[src/rtl/vga_timing_pkg.sv]
// Shared 640x480@60 timing constants and small helpers for the VGA sync path.
// The optional frame counter of vga_sync_gen is enabled with VGA_FRAME_CNT_EN.
package vga_timing_pkg;

    localparam int COORD_W       = 10;

    localparam int VGA_H_DISPLAY = 640;
    localparam int VGA_H_FRONT   = 16;
    localparam int VGA_H_SYNC    = 96;
    localparam int VGA_H_BACK    = 48;
    localparam int VGA_V_DISPLAY = 480;
    localparam int VGA_V_FRONT   = 10;
    localparam int VGA_V_SYNC    = 2;
    localparam int VGA_V_BACK    = 33;
    localparam int VGA_CLK_DIV   = 4;

    localparam int VGA_H_TOTAL   = VGA_H_DISPLAY + VGA_H_FRONT + VGA_H_SYNC + VGA_H_BACK;
    localparam int VGA_V_TOTAL   = VGA_V_DISPLAY + VGA_V_FRONT + VGA_V_SYNC + VGA_V_BACK;

    localparam int VGA_HS_START  = VGA_H_DISPLAY + VGA_H_FRONT;
    localparam int VGA_HS_END    = VGA_HS_START + VGA_H_SYNC - 1;
    localparam int VGA_VS_START  = VGA_V_DISPLAY + VGA_V_FRONT;
    localparam int VGA_VS_END    = VGA_VS_START + VGA_V_SYNC - 1;

    // Inclusive window test used for the sync pulse decodes.
    function automatic logic in_window(
        input logic [COORD_W-1:0] v,
        input logic [COORD_W-1:0] lo,
        input logic [COORD_W-1:0] hi
    );
        return (v >= lo) && (v <= hi);
    endfunction

endpackage

[src/rtl/vga_pix_tick.sv]
// Pixel-enable divider: registered one-clk strobe every CLK_DIV clocks.
module vga_pix_tick #(
    parameter int CLK_DIV = 4
) (
    input  logic clk,
    input  logic reset,
    output logic p_tick
);

    localparam int DIV_W = (CLK_DIV > 1) ? $clog2(CLK_DIV) : 1;

    logic [DIV_W-1:0] div_r;
    logic [DIV_W-1:0] div_nxt_s;
    logic             tick_r;

    // Next divider value, wrapping after CLK_DIV-1.
    always_comb begin
        div_nxt_s = div_r;
        if (div_r == DIV_W'(CLK_DIV - 1)) begin
            div_nxt_s = '0;
        end else begin
            div_nxt_s = div_r + DIV_W'(1);
        end
    end

    // Strobe is loaded from the value div takes on this edge, so it tracks div == CLK_DIV-1.
    always_ff @(posedge clk) begin
        if (!reset) begin
            div_r  <= '0;
            tick_r <= 1'b0;
        end else begin
            div_r  <= div_nxt_s;
            tick_r <= (div_nxt_s == DIV_W'(CLK_DIV - 1));
        end
    end

    assign p_tick = tick_r;

endmodule

[src/rtl/vga_sync_gen.sv]
// VGA timing generator: pixel counters, registered sync/video_on decode, frame pulse.
// Define VGA_FRAME_CNT_EN to add the 8-bit frame_cnt output.
module vga_sync_gen
    import vga_timing_pkg::*;
#(
    parameter int H_DISPLAY = VGA_H_DISPLAY,
    parameter int H_FRONT   = VGA_H_FRONT,
    parameter int H_SYNC    = VGA_H_SYNC,
    parameter int H_BACK    = VGA_H_BACK,
    parameter int V_DISPLAY = VGA_V_DISPLAY,
    parameter int V_FRONT   = VGA_V_FRONT,
    parameter int V_SYNC    = VGA_V_SYNC,
    parameter int V_BACK    = VGA_V_BACK,
    parameter int CLK_DIV   = VGA_CLK_DIV
) (
    input  logic               clk_100MHz,
    input  logic               reset,
    output logic               hsync,
    output logic               vsync,
    output logic               video_on,
    output logic               p_tick,
    output logic [COORD_W-1:0] x,
    output logic [COORD_W-1:0] y,
    output logic               frame_start
`ifdef VGA_FRAME_CNT_EN
    ,
    output logic [7:0]         frame_cnt
`endif
);

    localparam int H_TOTAL  = H_DISPLAY + H_FRONT + H_SYNC + H_BACK;
    localparam int V_TOTAL  = V_DISPLAY + V_FRONT + V_SYNC + V_BACK;
    localparam int HS_START = H_DISPLAY + H_FRONT;
    localparam int HS_END   = HS_START + H_SYNC - 1;
    localparam int VS_START = V_DISPLAY + V_FRONT;
    localparam int VS_END   = VS_START + V_SYNC - 1;

    logic               tick_s;
    logic               wrap_s;
    logic [COORD_W-1:0] x_r;
    logic [COORD_W-1:0] y_r;
    logic [COORD_W-1:0] x_nxt_s;
    logic [COORD_W-1:0] y_nxt_s;
    logic               hsync_r;
    logic               vsync_r;
    logic               video_on_r;
    logic               frame_start_r;

    vga_pix_tick #(
        .CLK_DIV (CLK_DIV)
    ) u_pix_tick (
        .clk     (clk_100MHz),
        .reset   (reset),
        .p_tick  (tick_s)
    );

    // Next pixel position; wrap_s marks the (H_TOTAL-1, V_TOTAL-1) -> (0,0) step.
    always_comb begin
        x_nxt_s = x_r;
        y_nxt_s = y_r;
        wrap_s  = 1'b0;
        if (tick_s) begin
            if (x_r == COORD_W'(H_TOTAL - 1)) begin
                x_nxt_s = '0;
                if (y_r == COORD_W'(V_TOTAL - 1)) begin
                    y_nxt_s = '0;
                    wrap_s  = 1'b1;
                end else begin
                    y_nxt_s = y_r + COORD_W'(1);
                end
            end else begin
                x_nxt_s = x_r + COORD_W'(1);
            end
        end else begin
            x_nxt_s = x_r;
        end
    end

    // Decode is taken from the next position so outputs line up with x/y in the same cycle.
    always_ff @(posedge clk_100MHz) begin
        if (!reset) begin
            x_r           <= '0;
            y_r           <= '0;
            hsync_r       <= 1'b1;
            vsync_r       <= 1'b1;
            video_on_r    <= 1'b0;
            frame_start_r <= 1'b0;
        end else begin
            x_r           <= x_nxt_s;
            y_r           <= y_nxt_s;
            hsync_r       <= ~in_window(x_nxt_s, COORD_W'(HS_START), COORD_W'(HS_END));
            vsync_r       <= ~in_window(y_nxt_s, COORD_W'(VS_START), COORD_W'(VS_END));
            video_on_r    <= (x_nxt_s < COORD_W'(H_DISPLAY)) && (y_nxt_s < COORD_W'(V_DISPLAY));
            frame_start_r <= wrap_s;
        end
    end

`ifdef VGA_FRAME_CNT_EN
    logic [7:0] frame_cnt_r;

    // Frames completed since reset, wrapping naturally at 8 bits.
    always_ff @(posedge clk_100MHz) begin
        if (!reset) begin
            frame_cnt_r <= 8'd0;
        end else if (wrap_s) begin
            frame_cnt_r <= frame_cnt_r + 8'd1;
        end else begin
            frame_cnt_r <= frame_cnt_r;
        end
    end

    assign frame_cnt = frame_cnt_r;
`endif

    assign x           = x_r;
    assign y           = y_r;
    assign hsync       = hsync_r;
    assign vsync       = vsync_r;
    assign video_on    = video_on_r;
    assign p_tick      = tick_s;
    assign frame_start = frame_start_r;

endmodule

[config.mk]
export PLATFORM = sky130hd
export DESIGN_NAME = vga_sync_gen
export DESIGN_NICKNAME = d
export VERILOG_FILES = /design/src/rtl/vga_timing_pkg.sv /design/src/rtl/vga_pix_tick.sv /design/src/rtl/vga_sync_gen.sv
export SDC_FILE = /design/constraint.sdc
export NUM_CORES = 1
export LEC_CHECK = 0
export ABC_AREA = 1
export CAP_MARGIN = 10
export CORE_ASPECT_RATIO = 0.75
export CORE_MARGIN = 2
export CORE_UTILIZATION = 52
export CTS_CLUSTER_DIAMETER = 30
export DETAILED_ROUTE_END_ITERATION = 10
export HOLD_SLACK_MARGIN = 0.15
export PLACE_DENSITY = 0.82
export SETUP_SLACK_MARGIN = 0.2
export SYNTH_ARGS = -nofsm -noshare
export SYNTH_HDL_FRONTEND = slang
export SYNTH_SLANG_ARGS = --single-unit
[constraint.sdc]
create_clock -name clk_100MHz -period 2.1 [get_ports clk_100MHz]
set_input_delay 0.63 -clock clk_100MHz [delete_from_list [all_inputs] [get_ports clk_100MHz]]
set_output_delay 0.63 -clock clk_100MHz [all_outputs]
set_load 0.005 [all_outputs]
======== After elaboration in Yosys (flattened, before gate mapping) ========
Cells that the tools add are included.
storage, ports and cells
  bits in registers ....................... 27
  word-level logic and storage cells ...... 34
cells by class
  add/subtract/negate cells ............... 3
  order comparisons ....................... 6
  equal/unequal tests ..................... 4
  mux-type cells .......................... 7
  bitwise logic cells ..................... 2
  reduce and logical (&&, ||, !) cells .... 4
operator list
  operator                                                             number
  2-to-1 mux 10 bit                                                    5
  adder 10 x 1 -> 10 bit (second input constant)                       2
  == test 10 bit (second input constant)                               2
  greater-or-equal comparator 10 bit (second input constant)           1
  greater-or-equal comparator 10 x 9 -> 1 bit (second input constant)  1
  <= comparator 10 bit (second input constant)                         1
  <= comparator 10 x 9 -> 1 bit (second input constant)                1
  less-than comparator 10 bit (second input constant)                  1
  less-than comparator 10 x 9 -> 1 bit (second input constant)         1
  == test 2 bit (second input constant)                                2
  logical AND 1 bit                                                    3
  AND reduction 3 bit                                                  1
  adder 2 x 1 -> 2 bit (second input constant)                         1
  2-to-1 mux 2 bit                                                     1
  inverter 1 bit                                                       2
  2-to-1 mux 1 bit                                                     1

======== Longest topological paths before layout ========
Gate-level depths: netlist of run 1.
  depth after elaboration ................. 7
  gate-level depth with buffers ........... 14
  depth with buffers taken out ............ 13

======== By module ========
From an unflattened synthesis of run 1, not the netlist that was laid out.
unflattened totals
  cell total of the unflattened synthesis .. 228
  area total of the unflattened synthesis .. 1508.9 um^2
by module, submodules not included
  module        instances  cells each  area each (um^2)  sequential area each (um^2)
  vga_sync_gen  1          215         1393.8            480.5
  vga_pix_tick  1          13          115.1             60.1

======== Worst setup path before layout of run 1 ========
No wires, ideal clock.
  path type ............................... reg2reg
  start ................................... reg x_r[0] (netlist: x[0])
  end ..................................... reg vsync_r (netlist: vsync)
  setup time .............................. 121 ps
  arrival ................................. 1469 ps
  data required time ...................... 1979 ps
  slack ................................... 511 ps
  stages on the path, launching flop included .. 12
  path buffers ............................ 1
  clock period less this slack ............ 1589 ps
  path through ............................ dfxtp_1 > ha_1 > nand2_1 > nor2_8 > nand2_4 > nor2_4 > buf_6 > a31oi_2 > nor2_1 > nand2_1 > nor2_1 > nand3_1
between the ends
  cells in the longest elaborated chain, start to end .. 6
  elaborated cells between the ends (all ways) .. 7
  those cells by class .................... order compare (2); eq/ne (1); mux (2); bitwise (1); reduce/logical (1)
ends and longest elaborated chain
  what                                                                                                 RTL line              text
  start: declaration                                                                                   vga_sync_gen.sv:40    logic [COORD_W-1:0] x_r;
  start signal: assignment                                                                             vga_sync_gen.sv:89    x_r <= x_nxt_s;
  == test 10 bit (*)                                                                                   vga_sync_gen.sv:63    if (x_r == COORD_W'(H_TOTAL - 1)) begin
  2-to-1 mux 10 bit (*)                                                                                vga_sync_gen.sv:63
  2-to-1 mux 10 bit (*)                                                                                vga_sync_gen.sv:62    if (tick_s) begin
  greater-or-equal comparator 10 x 9 -> 1 bit / <= comparator 10 x 9 -> 1 bit (equally long branches)  vga_timing_pkg.sv:31  return (v >= lo) && (v <= hi);
  logical AND 1 bit (*)                                                                                vga_timing_pkg.sv:31
  inverter 1 bit (*)                                                                                   vga_sync_gen.sv:92    vsync_r <= ~in_window(y_nxt_s, COORD_W'(VS_START), COORD_W'(VS_END));
  end signal: assignment                                                                               vga_sync_gen.sv:92
  end: declaration                                                                                     vga_sync_gen.sv:45    logic vsync_r;
Mark *: on every way between the ends. The rest lies on a longest branch, timed or not.
A chain may end at the register's enable or synchronous reset.

======== Final worst setup path of run 1 ========
  start ................................... reg x_r[3] (netlist: x[3])
  end ..................................... out x[3]
RTL lines
  what              RTL line            text
  end: declaration  vga_sync_gen.sv:22  output logic [COORD_W-1:0] x,
No word-level cell between the ends.

==> impl_metrics.tcl, run 1 <==
set metrics [dict create \
    status "completed" \
    hold_start "u_pix_tick.div_r[0]$_SDFF_PN0_" \
    antenna_found_initial 0 \
    firstDrtPassIters 4 \
    crit_chain "clkdlybuf4s50_1" \
    drive_gt1_share_pct 15.2 \
    clk_path_buf_depth 2 \
    min_period_over_period_pct 88.0 \
    path_buf_inv 1 \
    antenna_left 0 \
    synth_area_sq_mm 0.00152 \
    ys_types 25 \
    wirelength_mm 3.51 \
    fp-row-count 16 \
    clkTransAtPathRegs_ns 0.09 \
    synth_top_area_share_pct 35.5 \
    coreArea_sq_mm 0.00270 \
    worstSkewPairLatency_ns 0.27 \
    routedWlPerCell_um 12.0 \
    relSlewSlack_pct 76.6 \
    synth_top_area_cell "dfxtp_1" \
    cts_num_sinks 27 \
    clock.fmax_ghz 0.541 \
    path_class "register to output port" \
    ir_drop_mv 0.444 \
    tightest_slew_ns 0.351 \
    r2r-end "video_on$_SDFF_PN0_" \
    routabilityCongestion 0.886 \
    whs_path_depth 1 \
    slowest_stage "clkdlybuf4s50_1" \
    grt_pass1_vias 1244 \
    dp_hpwl_mm 2.58 \
    synth_nets 231 \
    ys_seq_elements 27 \
    dieHeight_um 50.8 \
    port_buffers 26 \
    path_max_fanout 5 \
    route.detailed.drc 0 \
    cp-start-kind "register" \
    fp.dieW_um 66.5 \
    initial_core_util_pct 56.3 \
    r2r_slack_ns 0.26 \
    pin_count 27 \
    fin_tns_setup_ns 0 \
    period_minus_slack_ns 1.85 \
    grt_pass1_wl_mm 5.62 \
    setup_viol 0 \
    async_flop_share_pct 0 \
    required_ns 1.47 \
    cap_violations 0 \
    yosysSeqAreaShare_pct 35.5 \
    vias_per_cell 5.13 \
    cpPeakStageDelay_ns 0.53 \
    yosys-top-cells-area "dfxtp_1 (36%), nand2_1 (14%), nor2_1 (9.6%), inv_1 (6.9%), ha_1 (4.1%)" \
    min_to "u_pix_tick.div_r[0]$_SDFF_PN0_" \
    cts_tree "done" \
    synth_edf_count 0 \
    report.final.slew_viol_count 0 \
    fin_worst_skew_ns 0.00623 \
    area_delta_synth_final_pct 26.3 \
    yosys_warnings 0 \
    hold_class "register to register" \
    antenna_cells 0 \
    hold_viol 0 \
    cts_buffers 3 \
    synthFlopType "dfxtp_1" \
    endpoint_kind "output port" \
    finalNetCount 264 \
    reg2reg_depth 12 \
    cts-htree-levels 1 \
    track_usage_pct 21.6 \
    p_total_uw 870 \
    rsz0062_at_grt "true" \
    clockRootBuffer "clkbuf_8" \
    crit_arrival_ns 1.22 \
    path_depth 1 \
    powerDensity_mw_per_mm2 453 \
    grt_max_degree 17 \
    overflow 0 \
    timing.rr.start "x[0]$_SDFF_PN0_" \
    synth_cells 224 \
    die_area_sq_mm 0.00338 \
    avgSynthCellArea_sq_um 6.79 \
    drt-initial-drc-count 108 \
    via_count 1498 \
    crit_family "buffers and inverters" \
    power_leakage_nw 0.815 \
]
how the worst max path moves through the flow:
stage | startpoint | endpoint | slack [ns]
floorplan | x[0]$_SDFF_PN0_ | vsync$_SDFF_PN1_ | 0.51
global placement | reset | vsync$_SDFF_PN1_ | 0.20
detailed placement | reset | vsync$_SDFF_PN1_ | 0.16
CTS | x[2]$_SDFF_PN0_ | x[2] | 0.20
global route | x[0]$_SDFF_PN0_ | video_on$_SDFF_PN0_ | 0.15
finish | x[3]$_SDFF_PN0_ | x[3] | 0.25
cell families (layout without fill, tap and decap cells):
kind of cell / Yosys count / after routing / synth area share [%]
buf+inv: 33 / 64 / 9.13
compound gates: 13 / 13 / 4.77
fa+ha+maj: 5 / 5 / 4.11
flops: 27 / 27 / 35.5
simple gates: 141 / 142 / 43.6
xor+xnor: 5 / 5 / 2.88
cell type report:
type                       instances  area, sq um
timing repair buffer              31          298
clock inverter                     1         7.51
tap                               36         45.0
fill                             232          781
sequential                        27          556
multi-input combinational        165          866
clock buffer                       3         41.3
inverter                          29          109
through the flow:
stage          utilization (%)  std cells  worst slack [ns]  instance area, sq um  hold slack (ns)
3_3_place_gp              67.0        284             0.199                  1810            0.442
2_1_floorplan                -        224             0.511                  1520            0.428
3_5_place_dp              67.0        284             0.163                  1810            0.445
6_report                  71.1        292             0.252                  1920            0.472
5_1_grt                   71.1        292             0.155                  1920            0.501
4_1_cts                   69.0        288             0.200                  1870            0.466
synthesized netlist by cell type (2+ instances only):
| cell type | instances |
|---|---|
| clkbuf_1 | 2 |
| nand2_4 | 2 |
| nand4_1 | 7 |
| ha_1 | 5 |
| nor3_1 | 11 |
| nor2_2 | 5 |
| inv_1 | 28 |
| dfxtp_1 | 27 |
| nor2_4 | 3 |
| xor2_1 | 4 |
| nor2_1 | 39 |
| nor3b_1 | 2 |
| buf_6 | 2 |
| o21ai_0 | 10 |
| nand2_1 | 55 |
| nand3_1 | 12 |
| nand2_2 | 2 |
registers in the layout, summed over array words and instances (netlist names):
register and flops:
hsync 1, x 10, frame_start 1, vsync 1, u_pix_tick.div_r 2, y 10, u_pix_tick.p_tick 1, video_on 1
per-layer routing:
layer,wire length (um),vias up,global-route usage (%)
li1,-,775,-
met1,1750,662,33.9
met2,1490,59,30.7
met3,256,2,4.63
met4,13,0,3.40
met5,0,-,0
repair_timing:
action | CTS | global route
resized for setup | 4 | 11
setup endpoints to repair | 4 | 5
gates cloned | 0 | 1
buffers inserted | 0 | 3
hold buffers | 0 | 0
pin swaps | 0 | 1
placed cells by master (no fill, tap or decap), types with 2 or more instances in the layout:
| cell type | instances |
|---|---|
| nand2_1 | 55 |
| nor2_1 | 38 |
| inv_1 | 28 |
| clkdlybuf4s50_1 | 26 |
| dfxtp_1 | 17 |
| nand3_1 | 11 |
| nor3_1 | 11 |
| o21ai_0 | 10 |
| dfxtp_2 | 9 |
| nor2_2 | 7 |
| nand4_1 | 7 |
| buf_4 | 5 |
| xor2_1 | 4 |
| ha_1 | 4 |
| nor2_4 | 3 |
| clkbuf_8 | 3 |
| nand2_4 | 2 |
| nand2_2 | 2 |
| nor3b_1 | 2 |
power by group:
| part | total [mW] | switching (mW) | internal, mW |
|---|---|---|---|
| clock network | 0.297 | 0.162 | 0.135 |
| logic | 0.0447 | 0.0226 | 0.0221 |
| registers | 0.529 | 0.00822 | 0.521 |
Note: power is estimated with default switching activity, not from simulation.
==> run 2, diff against run 1 <==
--- a/config.mk
+++ b/config.mk
@@ -7,13 +7,14 @@
 export LEC_CHECK = 0
 export ABC_AREA = 1
 export CAP_MARGIN = 10
-export CORE_ASPECT_RATIO = 0.75
+export CORE_ASPECT_RATIO = 0.9
 export CORE_MARGIN = 2
 export CORE_UTILIZATION = 52
 export CTS_CLUSTER_DIAMETER = 30
 export DETAILED_ROUTE_END_ITERATION = 10
 export HOLD_SLACK_MARGIN = 0.15
 export PLACE_DENSITY = 0.82
+export RECOVER_POWER = 50
 export SETUP_SLACK_MARGIN = 0.2
 export SYNTH_ARGS = -nofsm -noshare
 export SYNTH_HDL_FRONTEND = slang
==> run 2 against run 1 <==
Compared with the run above: final cell count rose by 2.1%; die area is 0.12% lower; via count decreased by 1.1%; worst setup slack worse by 0.046 ns; sequential cell count stayed put; global-route usage shrank 1.3 points.
==> impl_metrics.tcl, run 2 (synthesis results as in run 1) <==
set metrics [dict create \
    hold_viol 0 \
    required_ns 1.47 \
    place_area_sq_mm 0.00182 \
    antenna_left 0 \
    overflow 0 \
    clock.fmax_ghz 0.528 \
    hold_class "register to register" \
    crit_arrival_ns 1.26 \
    swShare_pct 23.0 \
    track_usage_pct 20.3 \
    min_period_over_period_pct 90.2 \
    ir_drop_mv 0.420 \
    cts_tree "done" \
    drive_gt1_share_pct 16.3 \
    grt_pass1_vias 1216 \
    clockRootBuffer "clkbuf_4" \
    endpoint_kind "output port" \
    path_max_fanout 6 \
    r2r_slack_ns 0.24 \
    dieHeight_um 55.3 \
    antenna_found_initial 0 \
    power.internal_uw 609 \
    port_buffers 26 \
    clkTransAtPathRegs_ns 0.14 \
    slowest_stage "clkdlybuf4s50_1" \
    design_area_sq_mm 0.00192 \
    r2r-end "video_on$_SDFF_PN0_" \
    cap_violations 0 \
    area_delta_synth_final_pct 26.2 \
    initial_core_util_pct 54.9 \
    cts_num_sinks 27 \
    clk_path_buf_depth 2 \
    fin_tns_setup_ns 0 \
    setup_viol 0 \
    cts_hold_buf 0 \
    crit_chain "clkdlybuf4s50_1" \
    power_leakage_nw 0.816 \
    cpPeakStageDelay_ns 0.54 \
    path_buf_inv 1 \
    dpl_worst_slack_ns 0.206 \
    worstSkewPairLatency_ns 0.32 \
    hold_start "u_pix_tick.div_r[0]$_SDFF_PN0_" \
    layout_commonest_cell "nand2_1" \
    reg2reg_depth 11 \
    pin_count 27 \
    period_minus_slack_ns 1.89 \
    rsz0062_at_grt "true" \
    fp-row-count 18 \
    final_cell_mix "nand2_1 (55), nor2_1 (39), inv_1 (28)" \
    dp_hpwl_mm 2.48 \
    timing.rr.start "x[0]$_SDFF_PN0_" \
    status "completed" \
    via_count 1481 \
    fin_worst_skew_ns 0.00373 \
    min_to "u_pix_tick.div_r[0]$_SDFF_PN0_" \
    die_area_sq_mm 0.00338 \
    tightest_slew_ns 0.399 \
    drt-initial-drc-count 96 \
    cts-htree-levels 1 \
    grt_max_degree 16 \
    fp.dieW_um 61.0 \
    coreArea_sq_mm 0.00277 \
    powerDensity_mw_per_mm2 412 \
    route.detailed.drc 0 \
    finish.utilization_pct 69.3 \
    routabilityCongestion 0.849 \
    firstDrtPassIters 4 \
    report.final.slew_viol_count 0 \
    vias_per_cell 4.97 \
    clkPwrFrac_pct 28.1 \
    wirelength_mm 3.30 \
    crit_family "buffers and inverters" \
    p_seq_share_pct 66.4 \
    antenna_cells 0 \
    relSlewSlack_pct 73.4 \
    grt_pass1_wl_mm 5.44 \
    power_frac_comb_pct 5.5 \
    cts_buffers 3 \
    whs_path_depth 1 \
    cp-start-kind "register" \
    path_class "register to output port" \
    fin_ws_ns 0.206 \
    finalNetCount 266 \
    routedWlPerCell_um 11.1 \
    switchingPower_uw 182 \
]
-- run 2: final cells by class --
cell class / instances / area [sq um]
clock buffers: 3 / 22.5
flip-flops and latches: 27 / 574
inverters: 29 / 109
fillers: 249 / 850
clock inverters: 1 / 5.00
repair buffers: 33 / 305
well taps: 40 / 50.0
multi-input cells: 165 / 855
-- run 2: power by group through the flow --
stage               clock network [mW]  registers (mW)  logic (mW)
floorplan                            0           0.540      0.0268
global placement                     0           0.542      0.0440
detailed placement                   0           0.542      0.0452
CTS                              0.234           0.531      0.0450
global route                     0.252           0.527      0.0492
finish                           0.222           0.525      0.0436
-- run 2: how the worst max path moves through the flow --
stage               startpoint             endpoint  slack (ns)  cells past startpoint
2_1_floorplan  x[0]$_SDFF_PN0_     vsync$_SDFF_PN1_        0.51                     11
3_3_place_gp             reset     vsync$_SDFF_PN1_        0.20                      6
3_5_place_dp             reset     vsync$_SDFF_PN1_        0.21                      6
4_1_cts        x[6]$_SDFF_PN0_                 x[6]        0.20                      1
5_1_grt        x[0]$_SDFF_PN0_  video_on$_SDFF_PN0_        0.07                     12
6_report       y[4]$_SDFF_PN0_                 y[4]        0.21                      1
-- run 2: timing repair --
action	4_1_cts	5_1_grt
resized for setup	11	14
endpoints found under the hold margin	0	0
buffers inserted	0	5
pin swaps	0	1
setup endpoints to repair	11	20
cloned	0	1
-- run 2: per-stage QoR --
| stage | power, mW | instances | hold WS, ns |
|---|---|---|---|
| floorplan | 0.567 | 224 | 0.428 |
| global placement | 0.586 | 288 | 0.448 |
| detailed placement | 0.587 | 288 | 0.444 |
| CTS | 0.810 | 292 | 0.471 |
| global route | 0.829 | 298 | 0.509 |
| finish | 0.791 | 298 | 0.475 |
-- run 2: metal layers --
metal	wire [um]	share of wire, %	GRT usage, %	up-vias
li1	-	-	-	778
met1	1710	52	32.4	672
met2	1490	45	29.6	29
met3	95	2.9	2.81	2
met4	13	0.39	2.80	0
met5	0	0	0	-
==> run 3, diff against run 2 <==
--- a/config.mk
+++ b/config.mk
@@ -10,7 +10,7 @@
 export CORE_ASPECT_RATIO = 0.9
 export CORE_MARGIN = 2
 export CORE_UTILIZATION = 52
-export CTS_CLUSTER_DIAMETER = 30
+export CTS_CLUSTER_DIAMETER = 200
 export DETAILED_ROUTE_END_ITERATION = 10
 export HOLD_SLACK_MARGIN = 0.15
 export PLACE_DENSITY = 0.82
==> results of run 3 <==
Final layout, timing and power as in run 2 (identical DEF).
==> edit 1: new RTL, config.mk and constraints of run 3 <==
`VGA_CLK_DIV`: 4 -> 8.
--- a/src/rtl/vga_timing_pkg.sv
+++ b/src/rtl/vga_timing_pkg.sv
@@ -13,5 +13,5 @@
     localparam int VGA_V_SYNC    = 2;
     localparam int VGA_V_BACK    = 33;
-    localparam int VGA_CLK_DIV   = 4;
+    localparam int VGA_CLK_DIV   = 8;
 
     localparam int VGA_H_TOTAL   = VGA_H_DISPLAY + VGA_H_FRONT + VGA_H_SYNC + VGA_H_BACK;
Behaviour: not the same (Yosys sat finds a counterexample within 4 cycles, from zero or initial values and one cycle with reset low).
==> edit 1 against run 3 <==
- core utilization is 3.2 points higher
- sequential share of layout area grew 0.61 points
- global-route usage increased by 2.1 points
- routed wire length up 13%
- register-to-register slack lost 0.06 ns
- sequential cell count increased by 1
- synthesized cell count fell by 2.2%
- final area grew 4.6%
- worst setup slack got worse by 0.030 ns
- total power increased by 16%
- synthesized area about the same
- highest routed layer unchanged
==> edit 1: results (changes against run 3) <==
| Metric | Value |
|---|---|
| Share of cells above drive strength 1 | 21.6% (+5.3 points) |
| Wire length on met2 | 1.75 mm (+17%) |
| Post-Synth XOR/XNOR Area | 1.73% (-1.1 points) |
| Vias | 1524 (+2.9%) |
| Yosys cell types | 27 (+8.0%) |
| Synth Area in Adders | 4.12% (about the same) |
| Proportion of cell area occupied by registers | 30.5% (+0.61 points) |
| Gpl congestion | 0.888 (+4.7%) |
| Non-Clock Buffer Count | 38 (+15%) |
| Wire length on met3 | 254 µm (+170%) |
| Hold path cells | 1 (unchanged) |
| Static leakage | 0.873 nW (+7.1%) |
| Multi-input combinational area share | 41.0% (-3.5 points) |
| Post-route cell area | 2010 µm² (+4.6%) |
| Synth Instances | 219 (-2.2%) |
| VDD IR-drop max | 452 µV (+7.6%) |
| Post-synthesis sequential area ratio | 36.9% (+1.3 points) |
| Vias in the first global route | 1307 (+7.5%) |
| Synth cell count leaders | 54 x nand2_1, 32 x inv_1, 28 x dfxtp_1 |
| Post-Route Skew | 0.00378 ns (+0.0000449 ns) |
| M1 WL | 1.70 mm (-0.18%) |
| Worst-Margin Slew | 0.575 ns (+0.175 ns) |
| DP Cell Count | 285 (-1.0%) |
| 1st-iter DRT viols | 109 (+14%) |
| Final nets | 267 (+0.38%) |
| Fill cells | 229 (-8.0%) |
| WL/cell | 12.5 µm (+13%) |
| M2 GR Usage | 32.9% (+3.2 points) |
| CP Launch Point | x[6] |
| Reg clk slew, reported paths | 0.16 ns (+0.02 ns) |
| Number of multi-input logic gates | 155 (-6.1%) |
| Inverters | 34 (+17%) |
| Initial antenna violation count | 0 (unchanged) |
| R2r startpoint | x[6] |
| Ys async rst share | 0% (unchanged) |
| Outcome | complete, no violations |
| Total wire length | 3.74 mm (+13%) |
| Reg2Reg Depth | 11 (unchanged) |
| DP Worst Slack | 0.238 ns (+0.0320 ns) |
| Syn Nets | 226 (-2.2%) |
| Overall Global Routing Usage | 22.5% (+2.1 points) |
| Ranking of synthesized cells by area | dfxtp_1 37%, nand2_1 13%, inv_1 7.9%, nand3_1 7.2%, nor2_1 6.7% |
| CP arrival | 2.20 ns (+0.94 ns) |
| Clock buf/inv share | 2.62% (+1.2 points) |
| Complex-gate fraction of the synthesized area | 4.86% (+0.086 points) |
| First-pass GRT wire length | 5.91 mm (+8.5%) |
| Slowest-stage cell, CP | dfxtp_4 |
| Crit path max fanout | 8 (+2) |
| GR Util met3 | 5.15% (+2.3 points) |
| Routing usage on met1 | 33.4% (+1.0 points) |
| Detailed Place HPWL | 2.66 mm (+7.5%) |
| Largest net degree at the start of global routing | 17 (+1) |
| Placed Area | 1830 µm² (+0.76%) |
| Num sequential | 28 (+3.7%) |
| Final non-clock buffer share | 17.0% (+1.1 points) |
| Top routing layer in use | met4 |
| Maximum clock insertion buffer count | 2 (unchanged) |
| Slowest cell delay on critical path | 0.39 ns (-0.15 ns) |
| Internal power | 0.730 mW (+20%) |
==> edit 1: final timing paths <==
kind / endpoint / slack, ns
worst max-delay path: video_on / 0.18
worst min register to register: u_pix_tick.div_r[0] / 0.48
worst max register to register: video_on / 0.18
worst min-delay path: u_pix_tick.div_r[0] / 0.48
==> edit 1: power by group through the flow <==
stage | Combinational, mW | Sequential [mW] | Clock, mW
3_5_place_dp | 0.0305 | 0.555 | 0
4_1_cts | 0.0307 | 0.541 | 0.363
2_1_floorplan | 0.0152 | 0.554 | 0
3_3_place_gp | 0.0293 | 0.554 | 0
5_1_grt | 0.0344 | 0.530 | 0.379
6_report | 0.0302 | 0.529 | 0.359
==> edit 1: critical path: cells and delay by family, from the launching register on <==
family        cells  cell delay [ns]
buf+inv           3             0.47
flops             1             0.39
simple gates      8             1.00
==> edit 1: timing repair <==
action	CTS	global route
pin swaps	0	1
gates resized for setup	17	21
endpoints found under the setup margin	15	22
setup buffers	0	10
gates cloned	0	0
==> edit 2: new RTL, settings of run 3 <==
Made on the original files. Register the output `x` once more; this adds one clock of latency there. The other outputs are not delayed to match. Comments in the files are not updated.
--- a/src/rtl/vga_sync_gen.sv
+++ b/src/rtl/vga_sync_gen.sv
@@ -113,5 +113,7 @@
 `endif
 
-    assign x           = x_r;
+    always_ff @(posedge clk_100MHz) begin
+        x <= x_r;
+    end
     assign y           = y_r;
     assign hsync       = hsync_r;
Check against the original RTL: not equivalent (a bounded check fails within 10 cycles, from zero or initial values and one cycle with reset low).
==> edit 2 against run 3 <==
- clock power increased by 64%
- core utilization rose by 3.3 points
- total power is 44% higher
- sequential cell count is 10 higher
- routed wire length increased by 23%
- final area up 17%
- synthesized area is 13% higher
- combinational power is 34% higher
- sequential power up 37%
- via count increased by 10%
- fmax down 1.4%
- worst hold slack worse by 0.096 ns
- worst setup slack got worse by 0.027 ns
- largest power group unchanged
==> edit 2: results (changes against run 3) <==
| Metric | Value |
|---|---|
| Outcome | complete, no violations |
| Yosys cell types | 29 (+16%) |
| CTS root buf | clkbuf_4 |
| R2r startpoint | x_r[1] |
| First-pass GRT wire length | 5.75 mm (+5.6%) |
| Number of port buffers | 26 (unchanged) |
| Largest net degree at the start of global routing | 22 (+6) |
| Post-synthesis sequential area ratio | 43.3% (+7.7 points) |
| Overall Global Routing Usage | 20.2% (-0.11 points) |
| Initial antenna violation count | 0 (unchanged) |
| 1st-iter DRT viols | 158 (+65%) |
| Ys async rst share | 0% (unchanged) |
| Inserted Diodes | 0 (unchanged) |
| Detailed Place HPWL | 2.60 mm (+5.1%) |
| Worst rel slew slack | 60.9% (-12 points) |
| Static leakage | 1.00 nW (+23%) |
| Reg clk slew, reported paths | 0.11 ns (-0.03 ns) |
| Vias in the first global route | 1325 (+9.0%) |
| Hold Crit Start | x_r[8] |
| Synth cell count leaders | 56 x nand2_1, 39 x nor2_1, 37 x dfxtp_1 |
| Critical setup path kind | reg2reg |
| DR vias/cell | 5.10 (+2.6%) |
| Crit path max fanout | 5 (-1) |
| Post-Route Skew | 0.00603 ns (+0.00230 ns) |
| Fill cells | 247 (-0.80%) |
| Final nets | 284 (+6.8%) |
| Gpl congestion | 0.899 (+5.9%) |
| Htree depth | 2 (+1) |
| Share of cells above drive strength 1 | 21.2% (+4.9 points) |
| Tightest Hold Check Type | reg2reg |
| Placed Area | 2020 µm² (+11%) |
| Num CTS Buffers | 5 (+2) |
| DP Worst Slack | 0.154 ns (-0.0524 ns) |
| DR pass1 iterations | 4 (unchanged) |
| Worst-Skew Late Latency | 0.35 ns (+0.03 ns) |
| VDD IR-drop max | 577 µV (+37%) |
| Maximum clock insertion buffer count | 2 (unchanged) |
| Total wire length | 4.07 mm (+23%) |
| Syn Nets | 243 (+5.2%) |
| Top FF cell, synth | dfxtp_1 |
| Ys Warns | 0 (unchanged) |
| CP arrival | 2.18 ns (+0.92 ns) |
| Ranking of synthesized cells by area | dfxtp_1 43%, nand2_1 12%, nor2_1 8.6%, inv_1 6.6%, nand3_1 5.6% |
edit 2: logic make-up (layout without fill, tap and decap cells):
family | after synthesis | count (layout) | share of synthesized area, %
buf+inv | 38 | 79 | 9.14
fa+ha+maj | 5 | 5 | 3.65
simple gates | 142 | 143 | 37.9
compound gates | 11 | 11 | 4.46
xor+xnor | 3 | 3 | 1.54
flops | 37 | 37 | 43.3
edit 2: layout make-up:
type | instances | area [µm²] | area share, %
Multi-Input combinational cell | 162 | 901 | 40.2
Sequential cell | 37 | 766 | 34.1
Timing Repair Buffer | 36 | 339 | 15.1
Inverter | 35 | 134 | 5.97
Tap cell | 42 | 52.6 | 2.34
Clock buffer | 6 | 41.3 | 1.84
Clock inverter | 2 | 10.0 | 0.446
edit 2: worst paths after layout:
| check | endpoint | slack (ns) | cells past startpoint |
|---|---|---|---|
| worst max-delay path | vsync | 0.18 | 12 |
| worst min-delay path | x[8] | 0.38 | 0 |
| worst max register to register | vsync | 0.18 | 12 |
| worst min register to register | x[8] | 0.38 | 0 |
edit 2: critical path: stages (launching register included):
cell and delay [ns]:
dfxtp_1 0.42, ha_4 0.17, nand2_2 0.06, nor2_4 0.15, nand2_4 0.11, nor2_8 0.21, nand3_2 0.12, nand2_2 0.09
nand2_2 0.07, nor2_4 0.13, nand4_1 0.12, nor2_1 0.13, nand2_1 0.06
edit 2: through the flow:
step                cells  hold WS, ns  utilization, %
floorplan             236        0.351               -
global placement      304        0.361            65.5
detailed placement    304        0.369            65.5
CTS                   312        0.386            67.5
global route          320        0.398            72.6
finish                320        0.379            72.6
edit 2: timing repair:
item                       4_1_cts  5_1_grt
pin swaps                        0       11
setup endpoints to repair        9       10
gates cloned                     0        1
setup buffers                    0        7
resized for setup                9       32
edit 2: power by group:
part	switching (mW)	internal, mW	total (mW)
clock	0.237	0.128	0.365
sequential	0.0102	0.710	0.720
combinational	0.0293	0.0293	0.0586
total	0.277	0.867	1.14
edit 2: metal layers:
metal / GRT usage (%) / part of all wire (%) / wire [µm] / vias to the layer above
li1: - / - / - / 817
met1: 28.5 / 45 / 1820 / 737
met2: 30.7 / 47 / 1900 / 69
met3: 4.59 / 6.8 / 277 / 8
met4: 7.29 / 1.8 / 72 / 0
met5: 0 / 0 / 0 / -
